### src/rtl/noc_pkg.sv
// Shared definitions for the mesh router's per-output scheduling logic.
// Contents:
//   NUM_PORTS / FLIT_W : port count and flit width of the router.
//   DIR_*              : one-hot direction codes (L=4, R=3, U=2, D=1, PE=0).
//   arb_state_e        : output buffer state (EMPTY / FULL).
//   idx2onehot/onehot2idx : conversions between port index and one-hot code.
package noc_pkg;

    localparam int NUM_PORTS = 5;
    localparam int FLIT_W    = 64;
    localparam int IDX_W     = 3;

    localparam logic [NUM_PORTS-1:0] DIR_L  = 5'b10000;
    localparam logic [NUM_PORTS-1:0] DIR_R  = 5'b01000;
    localparam logic [NUM_PORTS-1:0] DIR_U  = 5'b00100;
    localparam logic [NUM_PORTS-1:0] DIR_D  = 5'b00010;
    localparam logic [NUM_PORTS-1:0] DIR_PE = 5'b00001;

    typedef enum logic {
        ST_EMPTY = 1'b0,
        ST_FULL  = 1'b1
    } arb_state_e;

    function automatic logic [NUM_PORTS-1:0] idx2onehot(input logic [IDX_W-1:0] idx);
        logic [NUM_PORTS-1:0] oh;
        for (int i = 0; i < NUM_PORTS; i++) begin
            oh[i] = (idx == IDX_W'(i));
        end
        return oh;
    endfunction

    function automatic logic [IDX_W-1:0] onehot2idx(input logic [NUM_PORTS-1:0] oh);
        logic [IDX_W-1:0] idx;
        idx = '0;
        for (int i = 0; i < NUM_PORTS; i++) begin
            if (oh[i]) begin
                idx = idx | IDX_W'(i);
            end
        end
        return idx;
    endfunction

endpackage

### src/rtl/output_arbiter_if.sv
// Bundle of everything that crosses the boundary of one output scheduler.
//   req_i     : per-input request bits for this output (L=4 .. PE=0)
//   data*_i   : head flit of each input channel
//   clr_o     : one-hot buffer-clear pulse to the winning input channel
//   so_o/ro_i : send/ready pair toward the downstream router or PE
//   data_o    : held output flit; busy_o mirrors so_o
//   dbg_*     : buffer state, round-robin pointer and U-turn request flag
//
// Handshake: so_o (valid) stays high while a flit is held and data_o is
// stable until the flit is taken. A flit moves downstream on every rising
// edge where so_o & ro_i; ro_i is ignored when so_o is low. On the request
// side, clr_o[k] high in a cycle means input k's flit is taken on the
// closing edge of that cycle.
interface output_arbiter_if
    import noc_pkg::*;
#(
    parameter int DATA_WIDTH = 64,
    parameter int NUM_REQ    = 5
) ();

    logic [NUM_REQ-1:0]         req_i;
    logic [DATA_WIDTH-1:0]      dataL_i;
    logic [DATA_WIDTH-1:0]      dataR_i;
    logic [DATA_WIDTH-1:0]      dataU_i;
    logic [DATA_WIDTH-1:0]      dataD_i;
    logic [DATA_WIDTH-1:0]      dataPE_i;
    logic                       ro_i;
    logic                       so_o;
    logic [DATA_WIDTH-1:0]      data_o;
    logic [NUM_REQ-1:0]         clr_o;
    logic                       busy_o;
    arb_state_e                 dbg_state;
    logic [$clog2(NUM_REQ)-1:0] dbg_ptr;
    logic                       dbg_uturn;

    modport slave (
        input  req_i, dataL_i, dataR_i, dataU_i, dataD_i, dataPE_i, ro_i,
        output so_o, data_o, clr_o, busy_o, dbg_state, dbg_ptr, dbg_uturn
    );

    modport master (
        output req_i, dataL_i, dataR_i, dataU_i, dataD_i, dataPE_i, ro_i,
        input  so_o, data_o, clr_o, busy_o, dbg_state, dbg_ptr, dbg_uturn
    );

endinterface

### src/rtl/output_arbiter_rr_arbiter.sv
// Combinational round-robin arbiter.
//   req : request vector
//   ptr : highest-priority index; search runs ptr, ptr+1, ... wrapping N-1 -> 0
//   gnt : one-hot grant (zero when nothing requests)
//   idx : index of the granted requester
//   any : at least one request present
module rr_arbiter #(
    parameter int N  = 5,
    parameter int IW = $clog2(N)
) (
    input  logic [N-1:0]  req,
    input  logic [IW-1:0] ptr,
    output logic [N-1:0]  gnt,
    output logic [IW-1:0] idx,
    output logic          any
);

    logic [IW-1:0] cand;

    always_comb begin
        gnt  = '0;
        idx  = '0;
        any  = 1'b0;
        cand = '0;
        for (int i = 0; i < N; i++) begin
            cand = IW'((int'(ptr) + i) % N);
            if (!any && req[cand]) begin
                any       = 1'b1;
                idx       = cand;
                gnt[cand] = 1'b1;
            end
        end
    end

endmodule

### src/rtl/output_arbiter.sv
// Per-output-port scheduler of the mesh router. Picks one of up to five
// requesting inputs round-robin, copies its flit into a one-entry output
// buffer, pulses clr_o to the winner and offers the flit downstream with
// the so_o/ro_i handshake.
// Ports:
//   clk : rising-edge clock
//   rst : asynchronous active-low reset
//   bus : output_arbiter_if slave modport (requests, flits, handshake, debug)
module output_arbiter
    import noc_pkg::*;
#(
    parameter int                 DATA_WIDTH = FLIT_W,
    parameter int                 NUM_REQ    = NUM_PORTS,
    parameter logic [NUM_REQ-1:0] DIRECTION  = 5'b00001
) (
    input  logic             clk,
    input  logic             rst,
    output_arbiter_if.slave  bus
);

    localparam int IW = $clog2(NUM_REQ);

    arb_state_e            state_q, state_d;
    logic [DATA_WIDTH-1:0] data_q, data_d;
    logic [IW-1:0]         ptr_q, ptr_d;

    logic [NUM_REQ-1:0]    win_gnt;
    logic [IW-1:0]         win_idx;
    logic                  win_any;
    logic                  accept;
    logic                  grant;
    logic [DATA_WIDTH-1:0] win_data;

    rr_arbiter #(
        .N  (NUM_REQ),
        .IW (IW)
    ) u_rr (
        .req (bus.req_i),
        .ptr (ptr_q),
        .gnt (win_gnt),
        .idx (win_idx),
        .any (win_any)
    );

    // The buffer can take a new flit when empty, or when the held flit is
    // leaving this very edge (back-to-back, one flit per cycle).
    assign accept = (state_q == ST_EMPTY) || bus.ro_i;
    assign grant  = accept && win_any;

    always_comb begin
        win_data = '0;
        case (win_idx)
            IW'(4):  win_data = bus.dataL_i;
            IW'(3):  win_data = bus.dataR_i;
            IW'(2):  win_data = bus.dataU_i;
            IW'(1):  win_data = bus.dataD_i;
            IW'(0):  win_data = bus.dataPE_i;
            default: win_data = '0;
        endcase
    end

    always_comb begin
        state_d = state_q;
        data_d  = data_q;
        ptr_d   = ptr_q;
        if (grant) begin
            state_d = ST_FULL;
            data_d  = win_data;
            ptr_d   = (win_idx == IW'(NUM_REQ - 1)) ? '0 : win_idx + IW'(1);
        end else if ((state_q == ST_FULL) && bus.ro_i) begin
            // Flit taken with nothing to replace it; data_o keeps its value.
            state_d = ST_EMPTY;
        end
    end

    always_ff @(posedge clk or negedge rst) begin
        if (!rst) begin
            state_q <= ST_EMPTY;
            data_q  <= '0;
            ptr_q   <= '0;
        end else begin
            state_q <= state_d;
            data_q  <= data_d;
            ptr_q   <= ptr_d;
        end
    end

    // clr_o is gated by rst so input channels keep their flits during reset.
    assign bus.clr_o     = (rst && grant) ? win_gnt : '0;
    assign bus.so_o      = (state_q == ST_FULL);
    assign bus.busy_o    = (state_q == ST_FULL);
    assign bus.data_o    = data_q;
    assign bus.dbg_state = state_q;
    assign bus.dbg_ptr   = ptr_q;
    // A request from our own direction is a U-turn; routing should never
    // produce one, but it is arbitrated normally and flagged here.
    assign bus.dbg_uturn = |(bus.req_i & DIRECTION);

endmodule

### src/flat_wrapper.sv
// flat-port wrapper written by rule: the top's interface ports become plain ports
module output_arbiter_flat import noc_pkg::*;
#(
    parameter int                 DATA_WIDTH = FLIT_W,
    parameter int                 NUM_REQ    = NUM_PORTS,
    parameter logic [NUM_REQ-1:0] DIRECTION  = 5'b00001
)
  (clk, rst, bus_req_i, bus_dataL_i, bus_dataR_i, bus_dataU_i, bus_dataD_i, bus_dataPE_i, bus_ro_i, bus_so_o, bus_data_o, bus_clr_o, bus_busy_o, bus_dbg_state, bus_dbg_ptr, bus_dbg_uturn);
  output_arbiter_if #(.DATA_WIDTH(DATA_WIDTH), .NUM_REQ(NUM_REQ)) bus_i ();
  input  logic clk;
  input  logic rst;
  input wire logic [$bits(bus_i.req_i)-1:0] bus_req_i;
  input wire logic [$bits(bus_i.dataL_i)-1:0] bus_dataL_i;
  input wire logic [$bits(bus_i.dataR_i)-1:0] bus_dataR_i;
  input wire logic [$bits(bus_i.dataU_i)-1:0] bus_dataU_i;
  input wire logic [$bits(bus_i.dataD_i)-1:0] bus_dataD_i;
  input wire logic [$bits(bus_i.dataPE_i)-1:0] bus_dataPE_i;
  input wire logic [$bits(bus_i.ro_i)-1:0] bus_ro_i;
  output wire logic [$bits(bus_i.so_o)-1:0] bus_so_o;
  output wire logic [$bits(bus_i.data_o)-1:0] bus_data_o;
  output wire logic [$bits(bus_i.clr_o)-1:0] bus_clr_o;
  output wire logic [$bits(bus_i.busy_o)-1:0] bus_busy_o;
  output wire logic [$bits(bus_i.dbg_state)-1:0] bus_dbg_state;
  output wire logic [$bits(bus_i.dbg_ptr)-1:0] bus_dbg_ptr;
  output wire logic [$bits(bus_i.dbg_uturn)-1:0] bus_dbg_uturn;
  assign bus_i.req_i = bus_req_i;
  assign bus_i.dataL_i = bus_dataL_i;
  assign bus_i.dataR_i = bus_dataR_i;
  assign bus_i.dataU_i = bus_dataU_i;
  assign bus_i.dataD_i = bus_dataD_i;
  assign bus_i.dataPE_i = bus_dataPE_i;
  assign bus_i.ro_i = bus_ro_i;
  assign bus_so_o = bus_i.so_o;
  assign bus_data_o = bus_i.data_o;
  assign bus_clr_o = bus_i.clr_o;
  assign bus_busy_o = bus_i.busy_o;
  assign bus_dbg_state = bus_i.dbg_state;
  assign bus_dbg_ptr = bus_i.dbg_ptr;
  assign bus_dbg_uturn = bus_i.dbg_uturn;
  output_arbiter #(.DATA_WIDTH(DATA_WIDTH), .NUM_REQ(NUM_REQ), .DIRECTION(DIRECTION)) u_core (.clk(clk), .rst(rst), .bus(bus_i));
endmodule
### config.mk
export PLATFORM = sky130hd
export DESIGN_NAME = output_arbiter_flat
export DESIGN_NICKNAME = d
export VERILOG_FILES = /design/src/rtl/noc_pkg.sv /design/src/rtl/output_arbiter_if.sv /design/src/rtl/output_arbiter_rr_arbiter.sv /design/src/rtl/output_arbiter.sv /design/src/flat_wrapper.sv
export SDC_FILE = /design/constraint.sdc
export NUM_CORES = 1
export LEC_CHECK = 0
export BUFFER_PORTS_ARGS = -buffer_cell sky130_fd_sc_hd__buf_2
export CAP_MARGIN = 20
export CORE_AREA = 2 2 157 159
export CTS_BUF_LIST = sky130_fd_sc_hd__clkbuf_8
export CTS_CLUSTER_DIAMETER = 120
export DETAILED_ROUTE_END_ITERATION = 10
export DIE_AREA = 0 0 159 161
export PLACE_DENSITY_LB_ADDON = 0.05
export SYNTH_ARGS = -nofsm -noshare
export SYNTH_HDL_FRONTEND = slang
export SYNTH_HIERARCHICAL = 1
export SYNTH_SLANG_ARGS = --single-unit
### constraint.sdc
create_clock -name clk -period 7.05 [get_ports clk]
set_input_delay 0.705 -clock clk [delete_from_list [all_inputs] [get_ports clk]]
set_output_delay 0.705 -clock clk [all_outputs]
set_load 0.05 [all_outputs]
==> results of run 1 <==
==> registers in the layout, indices dropped and copies added, names as in the netlist <==
signal / flops
u_core/bus.dbg_ptr: 3
u_core/bus.busy_o: 1
u_core/bus.data_o: 64
==> worst paths after layout <==
path / startpoint / to / slack (ps)
max reg2reg: u_core/bus.dbg_ptr[1] / u_core/bus.data_o[4] / 620
min: rst / u_core/bus.data_o[57] / 260
min reg2reg: u_core/bus.data_o[29] / u_core/bus.data_o[29] / 590
max: u_core/bus.dbg_ptr[1] / u_core/bus.data_o[4] / 620
max in group asynchronous: rst / u_core/bus.data_o[20] / 5650
min in group clk: u_core/bus.data_o[29] / u_core/bus.data_o[29] / 590
==> synthesized netlist by cell type, types with 3 or more instances <==
library cell	count
a21oi_1	77
nand2_1	76
dfrtp_1	68
a222oi_1	65
a311oi_1	61
a22o_1	47
buf_2	33
clkbuf_1	27
ha_1	22
nor2_1	22
mux2_2	21
inv_1	18
buf_6	13
o21ai_0	13
buf_4	8
nor3_1	8
xnor2_1	8
nand3_1	7
and3_1	6
mux2i_1	6
nor2b_1	6
nand2b_1	5
o211ai_1	5
o31ai_1	5
or3_1	5
and2_1	4
and2_4	4
o221ai_1	4
a22oi_1	3
a311oi_2	3
a31oi_1	3
inv_2	3
o211ai_2	3
o31a_1	3
==> cell families (layout without fill, tap and decap cells) <==
family	count (synthesis)	in the layout	share of synthesized area, %
DFF	68	68	25.91
buffers and inverters	103	459	8.478
and+or+nand+nor	167	167	13.13
other	0	2	0
xor gates and xnor gates	10	10	1.905
AOI/OAI and AO/OA	329	329	41.44
adders and majority gates	22	22	4.191
muxes	29	29	4.953
==> per-stage QoR <==
| step | instance area, sq um | worst slack (ps) | hold slack (ps) | instances |
|---|---|---|---|---|
| CTS | 8952 | 730.2 | 260.7 | 1408 |
| floorplan | 6568 | 1031 | 409.4 | 728 |
| finish | 8957 | 619.6 | 263.8 | 1410 |
| global placement | 8730 | 924.5 | 569.7 | 1392 |
| detailed placement | 8730 | 800.4 | 578.9 | 1392 |
| global route | 8955 | 230.7 | 268.4 | 1409 |
==> worst register-to-register path: stages, from the launching register on <==
cell	delay, ps
dfrtp_1	520
inv_1	350
ha_1	310
inv_1	60
ha_1	470
inv_1	130
ha_1	190
inv_1	50
ha_1	220
nor2b_1	180
o221ai_1	170
o211a_1	300
or2_1	300
a21oi_1	210
o211ai_2	150
nand3b_2	300
nor2_1	160
or3_1	210
ha_1	180
ha_2	860
buf_4	500
a222oi_1	190
a311oi_1	310
==> area by class of cell <==
cell class | instances | area [sq um]
timing repair buffer | 422 | 2200
antenna | 2 | 5.005
inverter | 21 | 78.83
multi-input combinational | 557 | 4344
clock inverter | 7 | 98.84
fill | 2584 | 15010
tap | 324 | 405.4
sequential | 68 | 1702
clock buffer | 9 | 123.9
==> per-layer routing <==
| layer | vias up | share of wire (%) | GRT usage, % |
|---|---|---|---|
| met3 | 26 | 6.6 | 4.135 |
| met1 | 3860 | 42 | 32.35 |
| li1 | 3668 | - | - |
| met2 | 397 | 50 | 44.33 |
| met4 | 0 | 1.8 | 5.620 |
| met5 | - | 0 | 0 |
==> impl_results.md, run 1 <==
* Initial Util at 27.41%
* First-pass GRT wire length at 49780 um
* Post-synthesis instance area at 0.006568 sq mm
* Clk Latency, worst-skew pair at 370 ps
* Sink Count at 68
* GRT Total Usage at 25.14%
* Via Count at 7951
* Most frequent cells in the layout: 402 x buf_2, 77 x a21oi_1, 76 x nand2_1
* Synth area leaders: dfrtp_1 26%, a222oi_1 9.9%, a311oi_1 8.1%
* Post-DR vias/cell at 5.639
* Most common cell after layout, fill and taps aside: buf_2
* Final Util at 37.38%
* Critical Path RT at 7320 ps
* # H-tree levels at 3
* Startpoint types: flip-flop
* Prevailing post-synth register cell: dfrtp_1
* Hold/Removal Path Class: input port to asynchronous set/reset pin
* DIE AREA at 0.02560 sq mm
* Core area at 0.02396 sq mm
* Root buffer cell: clkbuf_8
* CTS tree: built
* Post-route DRC at 0
* Status: completed
* Mapped Avg Cell Area at 9.021 sq um
* CP max stage delay at 860 ps
* Post-CTS Resized at 0
* Endpoint type of the worst setup path: flip-flop
* Seq/Total Area, Yosys at 25.91%
* Tmin final at 6430 ps
* Reg2Reg Depth at 22
* Synth Instances at 728
* Most common cell on crit path: ha_1
* Post-synth ARST share at 100.0%
* Final Cycle Share at 91.21%
* Placer Congestion at 0.8956
* Clock slew at reported path FFs at 90 ps
* Final #Nets at 1429
* Setup CP Type: flip-flop to flip-flop
* Die Y at 161 um
* Post-synth EDFFs at 0
* Antenna-violating nets left at 0
* CP max stage cell: ha_2
* Post-Syn Nets at 1078
* Yosys cell types at 83
* Max_cap viols at 0
* Worst-Margin Slew at 1038 ps
* Slew Viols, Final at 0
* Max Freq at 0.1555 GHz
* Critical path depth at 22
* Dpl hpwl at 24500 um
* Bufs on Longest Clock Path at 2
* Count of input and output buffers at 403
* #FFs+latches synth at 68
* Final Hold Viols at 0
* Critical-path cell list: inv_1 > ha_1 > inv_1 > ha_1 > inv_1 > ha_1 > inv_1 > ha_1 > nor2b_1 > o221ai_1 > o211a_1 > or2_1 > a21oi_1 > o211ai_2 > nand3b_2 > nor2_1 > or3_1 > ha_1 > ha_2 > buf_4 > a222oi_1 > a311oi_1
* Routed length per instance at 23.92 um
* Hold-fix buffers, CTS at 0
* 1st-pass router iterations at 7
* Die W at 159 um
* Setup Fix Bufs, Post-CTS at 0
* Area Overhead vs Synth at 36.39%
* Gr ovfl total at 0
* Unrepaired setup endpoints after global routing: false
* Worst rel slew slack at 30.82%
* Post-synth top area cell: dfrtp_1
* # rows at 57
* Endpoints failing setup at 0
* Synth Warn # at 6
* Number of global-route vias before repair at 7843
* CP delay by family, top: adder cells
* CTS Buf Count at 9
* Clock skew at 12.89 ps
* Crit-path max FO at 41
* Antenna violations before repair at 2
* Ports at 404
* Final wirelength at 33730 um
* Worst Path Arrival at 6700 ps
* Final setup TNS at 0 ps
* DRT iter0 DRCs at 772
* Top-area cell type share of the netlist area at 25.91%
* Layout cell share with drive strength beyond 1 at 47.60%
* Crit path buf inv count at 5
* Largest net degree at the start of global routing at 68
Power of run 1 is left out: the tool's default activity adds up to more than one toggle a clock period on the data nets, which glitch-free logic cannot reach.
==> run 2, diff against run 1 <==
--- a/config.mk
+++ b/config.mk
@@ -7,11 +7,12 @@
 export LEC_CHECK = 0
 export BUFFER_PORTS_ARGS = -buffer_cell sky130_fd_sc_hd__buf_2
 export CAP_MARGIN = 20
-export CORE_AREA = 2 2 157 159
+export CORE_AREA = 2 2 158 160
 export CTS_BUF_LIST = sky130_fd_sc_hd__clkbuf_8
 export CTS_CLUSTER_DIAMETER = 120
+export CTS_CLUSTER_SIZE = 20
 export DETAILED_ROUTE_END_ITERATION = 10
-export DIE_AREA = 0 0 159 161
+export DIE_AREA = 0 0 160 162
 export PLACE_DENSITY_LB_ADDON = 0.05
 export SYNTH_ARGS = -nofsm -noshare
 export SYNTH_HDL_FRONTEND = slang
==> run 2 against run 1 <==
Effect of this change:
- clock-buffer cell count is the same
- highest routed layer unchanged
- via count grew 0.11%
- utilization shrank 0.30 points
- sequential share of layout area is essentially flat
- design area shrank 0.21%
- critical path depth grew 2
- die area grew 1.3%
- critical endpoint is now u_core/bus.data_o[41]
- hold slack gained 86 ps
- wire length shrank 0.82%
- critical path type unchanged
- first-iteration DRC count grew 1.0%
- non-clock buffer count is the same
- setup slack gained 330 ps
- largest cell class unchanged
==> impl_results.md, run 2 (synthesis gave the netlist of run 1 again) <==
* Unrepaired setup endpoints after global routing: false (unchanged)
* Placer Congestion at 0.9005 (was 0.8956)
* DIE AREA at 0.02592 sq mm (was 0.02560 sq mm)
* Antenna-violating nets left at 0 (unchanged)
* CTS tree: built (unchanged)
* Final setup TNS at 0 ps (unchanged)
* Endpoint type of the worst setup path: flip-flop (unchanged)
* Most frequent cells in the layout: 402 x buf_2, 77 x a21oi_1, 76 x nand2_1 (unchanged)
* Count of input and output buffers at 403 (unchanged)
* Status: completed (unchanged)
* Critical Path RT at 7310 ps (was 7320 ps)
* Area Overhead vs Synth at 36.10% (was 36.39%)
* # H-tree levels at 3 (unchanged)
* Layout cell share with drive strength beyond 1 at 47.60% (unchanged)
* Post-CTS Resized at 0 (unchanged)
* 1st-pass router iterations at 8 (was 7)
* Number of global-route vias before repair at 7804 (was 7843)
* Clk Latency, worst-skew pair at 370 ps (about the same)
* CTS Buf Count at 9 (unchanged)
* CP max stage cell: dfrtp_1 (was ha_2)
* First-pass GRT wire length at 49580 um (was 49780 um)
* Setup Fix Bufs, Post-CTS at 0 (unchanged)
* DRT iter0 DRCs at 780 (was 772)
* Die Y at 162 um (was 161 um)
* Via Count at 7960 (was 7951)
* GRT Total Usage at 24.89% (was 25.14%)
* Sink Count at 68 (unchanged)
* Root buffer cell: clkbuf_8 (unchanged)
* Slew Viols, Final at 0 (unchanged)
* Worst-Margin Slew at 886.3 ps (was 1038 ps)
* Startpoint types: flip-flop (unchanged)
* Clock slew at reported path FFs at 100 ps (was 90 ps)
* # rows at 57 (unchanged)
* Antenna violations before repair at 3 (was 2)
* Worst Path Arrival at 6360 ps (was 6700 ps)
* Clock skew at 10.89 ps (was 12.89 ps)
* Hold/Removal Path Class: input port to asynchronous set/reset pin (unchanged)
* Ports at 404 (unchanged)
* Hold Slack at 349.5 ps (was 263.8 ps)
* Die W at 160 um (was 159 um)
* Setup CP Type: flip-flop to flip-flop (unchanged)
* Most common cell after layout, fill and taps aside: buf_2 (unchanged)
* Post-route DRC at 0 (unchanged)
* CP delay by family, top: compound AO/OA/AOI/OAI gates (was adder cells)
* Routed length per instance at 23.69 um (was 23.92 um)
* Max reg flops at 64 (unchanged)
* Crit. Startpoint: u_core/bus.dbg_ptr[1] (unchanged)
* Endpoints failing setup at 0 (unchanged)
* Post-DR vias/cell at 5.637 (was 5.639)
* Final #Nets at 1429 (unchanged)
* Core area at 0.02411 sq mm (was 0.02396 sq mm)
* Crit path buf inv count at 7 (was 5)
* Initial Util at 27.24% (was 27.41%)
* Worst r2r src: u_core/bus.dbg_ptr[1] (unchanged)
* Combined area of the multi-input logic cells at 0.004337 sq mm (was 0.004344 sq mm)
* Critical-path cell list: inv_1 > ha_1 > inv_1 > ha_1 > inv_1 > ha_1 > inv_1 > ha_1 > nor2b_1 > o221ai_1 > o211a_1 > or2_1 > a21oi_1 > o211ai_2 > nand3b_2 > nand2b_1 > a22o_1 > inv_1 > ha_2 > buf_4 > nor2_1 > o2111a_2 > buf_4 > a311oi_1 (was inv_1 > ha_1 > inv_1 > ha_1 > inv_1 > ha_1 > inv_1 > ha_1 > nor2b_1 > o221ai_1 > o211a_1 > or2_1 > a21oi_1 > o211ai_2 > nand3b_2 > nor2_1 > or3_1 > ha_1 > ha_2 > buf_4 > a222oi_1 > a311oi_1)
* Final wirelength at 33460 um (was 33730 um)
* Crit-path max FO at 46 (was 41)
* Hold-fix buffers, CTS at 0 (unchanged)
* Max_cap viols at 0 (unchanged)
* CP max stage delay at 520 ps (was 860 ps)
* Gr ovfl total at 0 (unchanged)
* Worst rel slew slack at 40.91% (was 30.82%)
* Fillers at 2627 (was 2584)
* Max Freq at 0.1640 GHz (was 0.1555 GHz)
* Largest net degree at the start of global routing at 67 (was 68)
* Bufs on Longest Clock Path at 2 (unchanged)
* Final Hold Viols at 0 (unchanged)
* Final Cycle Share at 86.47% (was 91.21%)
* Dpl hpwl at 24790 um (was 24500 um)
* Most common cell on crit path: inv_1 (was ha_1)
* Tmin final at 6096 ps (was 6430 ps)
* Seq. cell area at 0.001702 sq mm (unchanged)
[run 2: cell types whose count changed in the layout (fill, tap and decap cells not counted), sizes merged]
cell / before / now
clkinv: 3 / 0
inv: 22 / 25
diode: 2 / 4
bufinv: 2 / 1
clkinvlp: 1 / 2
[run 2: through the flow]
stage / setup slack [ps] / instances / instance area (sq um) / util [%]
after floorplan: 1031 / 728 / 6568 / -
final: 954.1 / 1412 / 8939 / 37.08
after global routing: 308.5 / 1411 / 8936 / 37.07
after global placement: 1159 / 1392 / 8722 / 36.18
after detailed placement: 977.8 / 1392 / 8722 / 36.18
after CTS: 914.1 / 1408 / 8929 / 37.04
[run 2: worst reg2reg max path, stage by stage, from the launching register on]
cell      delay (ps)
dfrtp_1          520
inv_1            320
ha_1             320
inv_1             70
ha_1             470
inv_1            120
ha_1             190
inv_1             50
ha_1             220
nor2b_1          180
o221ai_1         180
o211a_1          300
or2_1            300
a21oi_1          210
o211ai_2         160
nand3b_2         310
nand2b_1         180
a22o_1           240
inv_1             90
ha_2             180
buf_4            460
nor2_1           110
o2111a_2         270
buf_4            260
a311oi_1         310
[run 2: area by class of cell]
cell class,instances,share of cell area (%)
diodes,4,0.1120
clock inverters,7,0.9239
repair buffers,422,24.61
inverters,21,0.8819
flip-flops and latches,68,19.04
clock buffers,9,1.386
well taps,324,4.535
multi-input cells,557,48.52
[run 2: path summary, 6_finish.rpt]
kind	endpoint	slack [ps]	depth (start not counted)
setup / recovery	u_core/bus.data_o[41]	950	24
hold reg to reg	u_core/bus.data_o[39]	580	2
hold / removal	u_core/bus.data_o[17]	350	1
max in group asynchronous	u_core/bus.data_o[14]	5760	2
setup reg to reg	u_core/bus.data_o[41]	950	24
min in group clk	u_core/bus.data_o[39]	580	2
[run 2: layer usage]
metal | share of wire [%] | vias to the layer above | track usage (%)
li1 | - | 3678 | -
met2 | 51 | 325 | 44.67
met1 | 41 | 3920 | 30.76
met4 | 2.3 | 0 | 7.494
met3 | 5.8 | 37 | 3.907
met5 | 0 | - | 0
Power of run 2 is left out for the same reason.
